==> src/rtl/tpu_pkg.sv <==
// Shared types and constants for the TPU weight path.
package tpu_pkg;

    typedef enum logic [1:0] {
        WTL_IDLE,
        WTL_ISSUE,
        WTL_DRAIN,
        WTL_FINISH
    } wtl_state_e;

    localparam int WT_ROW_BYTES = 8;

    typedef logic [63:0] wt_row_t;

endpackage

==> src/rtl/wt_rsp_fifo.sv <==
// Response buffer between the memory read port and the weight FIFO output register.
module wt_rsp_fifo
    import tpu_pkg::*;
#(
    parameter int DEPTH = 4,
    localparam int CNT_W = $clog2(DEPTH + 1),
    localparam int PTR_W = (DEPTH > 1) ? $clog2(DEPTH) : 1
) (
    input  logic             clk,
    input  logic             rst_n,
    input  logic             push,
    input  wt_row_t          push_data,
    input  logic             pop,
    input  logic             flush,
    output wt_row_t          head,
    output logic             empty,
    output logic [CNT_W-1:0] count
);

    wt_row_t          mem [DEPTH];
    logic [PTR_W-1:0] wr_ptr;
    logic [PTR_W-1:0] rd_ptr;

    function automatic logic [PTR_W-1:0] bump(input logic [PTR_W-1:0] p);
        return (p == PTR_W'(DEPTH - 1)) ? '0 : p + PTR_W'(1);
    endfunction

    // NOTE: the storage array has no reset; count gates every read, so stale words are never seen.
    always_ff @(posedge clk) begin
        if (push && !flush) begin
            mem[wr_ptr] <= push_data;
        end
    end

    always_ff @(posedge clk or negedge rst_n) begin
        if (!rst_n) begin
            wr_ptr <= '0;
            rd_ptr <= '0;
            count  <= '0;
        end else if (flush) begin
            wr_ptr <= '0;
            rd_ptr <= '0;
            count  <= '0;
        end else begin
            if (push) wr_ptr <= bump(wr_ptr);
            if (pop)  rd_ptr <= bump(rd_ptr);
            case ({push, pop})
                2'b10:   count <= count + CNT_W'(1);
                2'b01:   count <= count - CNT_W'(1);
                default: count <= count;
            endcase
        end
    end

    assign head  = mem[rd_ptr];
    assign empty = (count == '0);

endmodule

==> src/rtl/weight_tile_loader.sv <==
// Credit-limited weight tile fetch engine: issues row reads to weight memory and
// streams the returned rows into the datapath weight FIFO.
module weight_tile_loader
    import tpu_pkg::*;
#(
    parameter int ROWS_PER_TILE = 3,
    parameter int RSP_DEPTH     = 4,
    parameter int ADDR_W        = 24
) (
    input  logic              clk,
    input  logic              rst_n,
    input  logic              start,
    input  logic              abort,
    input  logic [ADDR_W-1:0] base_addr,
    input  logic [7:0]        num_tiles,
    output logic              mem_req_valid,
    input  logic              mem_req_ready,
    output logic [ADDR_W-1:0] mem_req_addr,
    input  logic              mem_rsp_valid,
    input  wt_row_t           mem_rsp_data,
    input  logic              wt_fifo_full,
    output logic              wt_fifo_wr,
    output wt_row_t           wt_fifo_data,
    output logic              busy,
    output logic              done
);

    localparam int CNT_W = $clog2(RSP_DEPTH + 1);

    wtl_state_e       state;
    wtl_state_e       state_next;
    logic [ADDR_W-1:0] addr;
    logic [9:0]       rows_left;
    logic [CNT_W-1:0] outstanding;
    logic [CNT_W-1:0] buf_count;
    logic             aborting;
    wt_row_t          buf_head;
    logic             buf_empty;
    logic             launch;
    logic             credit_ok;
    logic             req_fire;
    logic             rsp_take;
    logic             rsp_push;
    logic             pop;
    logic             flush;
    logic             drained;

    // Abort beats a simultaneous start.
    assign launch    = (state == WTL_IDLE) && start && !abort;
    assign credit_ok = ({1'b0, outstanding} + {1'b0, buf_count}) < (CNT_W + 1)'(RSP_DEPTH);

    assign mem_req_valid = (state == WTL_ISSUE) && !abort && (rows_left != 10'd0) && credit_ok;
    assign mem_req_addr  = addr;
    assign req_fire      = mem_req_valid && mem_req_ready;

    // Responses with nothing outstanding (e.g. in IDLE) are dropped; during abort they are absorbed.
    assign flush    = abort || aborting;
    assign rsp_take = mem_rsp_valid && (state != WTL_IDLE) && (outstanding != '0);
    assign rsp_push = rsp_take && !flush;
    assign pop      = !buf_empty && !wt_fifo_full && !flush;

    // Exit DRAIN one cycle early when the final row is being popped, so done trails the last write by one.
    assign drained = (outstanding == '0) &&
                     (buf_empty || flush || ((buf_count == CNT_W'(1)) && pop));

    wt_rsp_fifo #(.DEPTH(RSP_DEPTH)) u_rsp_fifo (
        .clk       (clk),
        .rst_n     (rst_n),
        .push      (rsp_push),
        .push_data (mem_rsp_data),
        .pop       (pop),
        .flush     (flush),
        .head      (buf_head),
        .empty     (buf_empty),
        .count     (buf_count)
    );

    // NOTE: next state defaults to the current state first so no path can infer a latch.
    always_comb begin
        state_next = state;
        case (state)
            WTL_IDLE:   if (launch) state_next = (num_tiles == 8'd0) ? WTL_FINISH : WTL_ISSUE;
            WTL_ISSUE:  if (abort || (req_fire && rows_left == 10'd1)) state_next = WTL_DRAIN;
            WTL_DRAIN:  if (drained) state_next = WTL_FINISH;
            WTL_FINISH: state_next = WTL_IDLE;
            default:    state_next = WTL_IDLE;
        endcase
    end

    always_ff @(posedge clk or negedge rst_n) begin
        if (!rst_n) begin
            state       <= WTL_IDLE;
            addr        <= '0;
            rows_left   <= '0;
            outstanding <= '0;
            aborting    <= 1'b0;
        end else begin
            state <= state_next;

            if (launch) begin
                addr      <= base_addr;
                rows_left <= 10'(num_tiles * ROWS_PER_TILE);
            end else if (req_fire) begin
                addr      <= addr + ADDR_W'(WT_ROW_BYTES);
                rows_left <= rows_left - 10'd1;
            end

            case ({req_fire, rsp_take})
                2'b10:   outstanding <= outstanding + CNT_W'(1);
                2'b01:   outstanding <= outstanding - CNT_W'(1);
                default: outstanding <= outstanding;
            endcase

            if (state == WTL_FINISH) begin
                aborting <= 1'b0;
            end else if (abort && state != WTL_IDLE) begin
                aborting <= 1'b1;
            end
        end
    end

    always_ff @(posedge clk or negedge rst_n) begin
        if (!rst_n) begin
            wt_fifo_wr   <= 1'b0;
            wt_fifo_data <= '0;
            done         <= 1'b0;
        end else begin
            wt_fifo_wr <= pop;
            if (pop) wt_fifo_data <= buf_head;
            done <= (state == WTL_FINISH);
        end
    end

    assign busy = (state != WTL_IDLE);

endmodule

==> config.mk <==
export PLATFORM = sky130hd
export DESIGN_NAME = weight_tile_loader
export DESIGN_NICKNAME = d
export VERILOG_FILES = /design/src/rtl/tpu_pkg.sv /design/src/rtl/wt_rsp_fifo.sv /design/src/rtl/weight_tile_loader.sv
export SDC_FILE = /design/constraint.sdc
export NUM_CORES = 1
export LEC_CHECK = 0
export CAP_MARGIN = 20
export CELL_PAD_IN_SITES_DETAIL_PLACEMENT = 0
export CELL_PAD_IN_SITES_GLOBAL_PLACEMENT = 1
export CORE_MARGIN = 2
export CORE_UTILIZATION = 40
export DETAILED_ROUTE_END_ITERATION = 16
export GPL_TIMING_DRIVEN = 0
export PLACE_DENSITY = 0.81
export SYNTH_ARGS = -nofsm -noshare
export SYNTH_HDL_FRONTEND = slang
export SYNTH_SLANG_ARGS = --single-unit
==> constraint.sdc <==
create_clock -name clk -period 5.5 [get_ports clk]
set_clock_uncertainty 0.2 [all_clocks]
set_input_delay 0.825 -clock clk [delete_from_list [all_inputs] [get_ports clk]]
set_output_delay 0.825 -clock clk [all_outputs]
set_load 0.02 [all_outputs]
==> impl_metrics.tcl <==
set metrics [dict create \
    timing.critical_path.max_delay_family "simple AND/OR/NAND/NOR gates" \
    cts_bufs_inserted 39 \
    synth.top_cells.by_count "edfxtp_1, dfrtp_1, mux4_2, nand2_1, mux2_2" \
    cts_tree "done" \
    drtIter0Drc 421 \
    post-route-min-period_ns 4.06 \
    ys_async_rst_share_pct 30.6 \
    die-width_um 198 \
    grt.overflow.total 0 \
    multi_input_combinational_cell_area_um2 4260 \
    cts_max_level 2 \
    finalSetupViolCount 0 \
    yosys.cell_count.top_type "edfxtp_1" \
    final_design_utilization_pct 51.6 \
    worst_slew_pin_slew_ns 0.826 \
    vdd_ir_max_mv 0.296 \
    startpoint "rows_left[4]" \
    capture_point_of_the_worst_reg_to_reg_path "outstanding[2]" \
    ioPinCount 195 \
    ff2ff_setup_slack_ns 2.37 \
    worstPathArrival_ns 3.04 \
    slew_viol_final 0 \
    p_leak_nw 6.77 \
    power-per-cell-area_nw_per_um2 426 \
    mappedNetlistNets 993 \
    grt_start_max_net_pins 85 \
    final_net_count 1236 \
    remaining_drc_errors 0 \
    finalHoldViolations 0 \
    ant_nets 0 \
    synth_area_leader_cell "edfxtp_1" \
    hold_class "flop to flop" \
    final_wl_um 31900 \
    cp.depth 4 \
    total_power_mw 8.09 \
    floorplan.rows 70 \
    critical_path.max_stage_delay_ns 0.62 \
    crit_buf_inv 1 \
    yosys_warnings 0 \
    antenna_found_initial 5 \
    floorplan.die.height_um 198 \
    grt_use_total_pct 16.8 \
    critical_path.endpoint "mem_req_valid" \
    post-synth-top-area-fraction_pct 51.2 \
    crit_chain "nor4_2, nand4_1, and3_1, clkdlybuf4s50_1" \
    worst_slew_margin_rel_pct 44.9 \
    run_status "complete, no violations" \
    die-area_um2 39100 \
    number_of_enable_type_register_cells_in_the_synthesized_netlist 256 \
    max_cap_viol_count 0 \
    coreArea_um2 36800 \
    wl_per_cell_um 20.0 \
    endpoint_required_time_on_the_critical_path_ns 4.47 \
    drtPass1Iterations 5 \
    ys_ff_latch 369 \
    crit_end_element "output port" \
    clkSinkCount 369 \
    r2r.worst_path.cells 11 \
    path_clk_slew_ns 0.06 \
    initial_core_util_pct 40.8 \
    ys_seq_area_share_pct 70.0 \
    dp_hpwl_um 20500 \
    drive_above_1_share_pct 17.4 \
    n_fill_cell 3043 \
    cp-start-kind "flop" \
    fmax_mhz 246 \
    rsz0062_at_grt "false" \
    finalCritPeriodShare_pct 73.9 \
    timing.rr.start "rows_left[4]" \
    synth.area.top_cells "edfxtp_1, dfrtp_1, mux4_2" \
    gpl.final_weighted_congestion 0.807 \
    post_synth_instance_area_um2 15000 \
    syn-instance-count 856 \
    syn_to_final_growth_pct 26.4 \
    synth_area_per_cell_um2 17.6 \
    cts_root_buf "clkbuf_16" \
    grt_pass1_vias 8700 \
    cts_max_path_buffers 3 \
    insertion_delay_ns 0.54 \
    critPathMaxFanout 9 \
    dr_total_vias 8299 \
    portBuffers 194 \
    grt_first_pass_wirelength_um 49300 \
    critPathSlowestCell "nor4_2" \
    synthDistinctLibCells 64 \
    criticalPathCategory "flop to output port" \
    seq_area_um2 10500 \
    synthFlopType "edfxtp_1" \
    vias_per_cell 5.19 \
]
-- worst min-delay path, stage by stage, from the launching register on --
cell	delay [ns]
dfrtp_1	0.34
nand2_1	0.05
nand2_1	0.06
-- cell families (layout without fill, tap and decap cells) --
group,after synthesis,after routing,synth area share [%]
buf+inv,66,338,1.79
flops,369,369,70.0
other cells,0,2,0
fa+ha+maj,35,35,3.00
xor+xnor,29,29,1.69
compound gates,73,73,3.06
mux,133,133,14.7
simple gates,151,151,5.75
-- area by class of cell --
cell class | count | area share [%]
Sequential cell | 369 | 55.4
Multi-Input combinational cell | 421 | 22.4
Timing Repair Buffer | 202 | 11.2
Clock buffer | 51 | 5.59
Tap cell | 468 | 3.08
Clock inverter | 19 | 0.903
Buffer | 36 | 0.810
Inverter | 30 | 0.606
Antenna cell | 2 | 0.0264
-- worst min-delay path by stage --
stage	startpoint	endpoint	depth (start not counted)
floorplan	outstanding[2]	outstanding[2]	1
global placement	mem_req_addr[1]	mem_req_addr[1]	2
detailed placement	mem_req_addr[2]	mem_req_addr[2]	2
CTS	mem_req_addr[2]	mem_req_addr[2]	2
global route	wt_fifo_data[39]	wt_fifo_data[39]	1
finish	mem_req_addr[1]	mem_req_addr[1]	2
-- sequential cells by signal, summed over array words and instances (netlist names), 2 cells and up --
signal	flops
rows_left	10
u_rsp_fifo.wr_ptr	2
u_rsp_fifo.count	3
u_rsp_fifo.rd_ptr	2
u_rsp_fifo.mem	256
state	2
outstanding	3
mem_req_addr	24
wt_fifo_data	64
-- placed cells by master, fill, tap and decap left out, drive strengths merged, types with 3 or more instances in the layout --
cell           count
edfxtp           256
clkdlybuf4s50    193
dfrtp            113
clkbuf            69
mux4              64
mux2              64
nand2             47
ha                32
inv               32
nor2              27
buf               26
o21ai             24
xor2              17
a21oi             15
clkinv            15
xnor2             12
nand4             11
nand3             11
a31oi              8
nor4               7
and3               7
nor3               6
mux2i              5
and2               4
or4                4
nor2b              3
nand2b             3
nand3b             3
a211oi             3
o41ai              3
or3b               3
or2                3
nand4b             3
-- metal layers --
| layer | vias to the layer above | track usage [%] | wire length, um |
|---|---|---|---|
| met5 | - | 0 | 52 |
| met4 | 8 | 5.24 | 691 |
| met3 | 54 | 5.45 | 2590 |
| met2 | 237 | 28.2 | 15600 |
| met1 | 4176 | 20.7 | 13000 |
| li1 | 3824 | - | - |
-- stage by stage --
step / setup WS [ns] / setup TNS (ns) / std cells / instance area [um^2] / hold slack, ns
2_1_floorplan: 1.83 / 0 / 856 / 15000 / 0.270
3_3_place_gp: -1.90 / -234.80 / 1518 / 17600 / 0.265
3_5_place_dp: 1.73 / 0 / 1523 / 17700 / 0.270
4_1_cts: 1.45 / 0 / 1594 / 19000 / 0.283
5_1_grt: 1.36 / 0 / 1597 / 19000 / 0.307
6_report: 1.44 / 0 / 1598 / 19000 / 0.276
-- power by group --
| part | internal, mW | total [mW] | switching (mW) |
|---|---|---|---|
| Clock | 1.46 | 2.51 | 1.05 |
| Sequential | 3.36 | 3.64 | 0.286 |
| Combinational | 0.946 | 1.94 | 0.990 |
| Total | 5.76 | 8.09 | 2.32 |
-- timing repair --
action / CTS / global route
endpoints found under the setup margin: 0 / 0
buffers inserted: 0 / 0
endpoints found under the hold margin: 29 / 0
gates resized for setup: 0 / 0
hold buffers: 1 / 0
(Power assumes the default switching activity.)
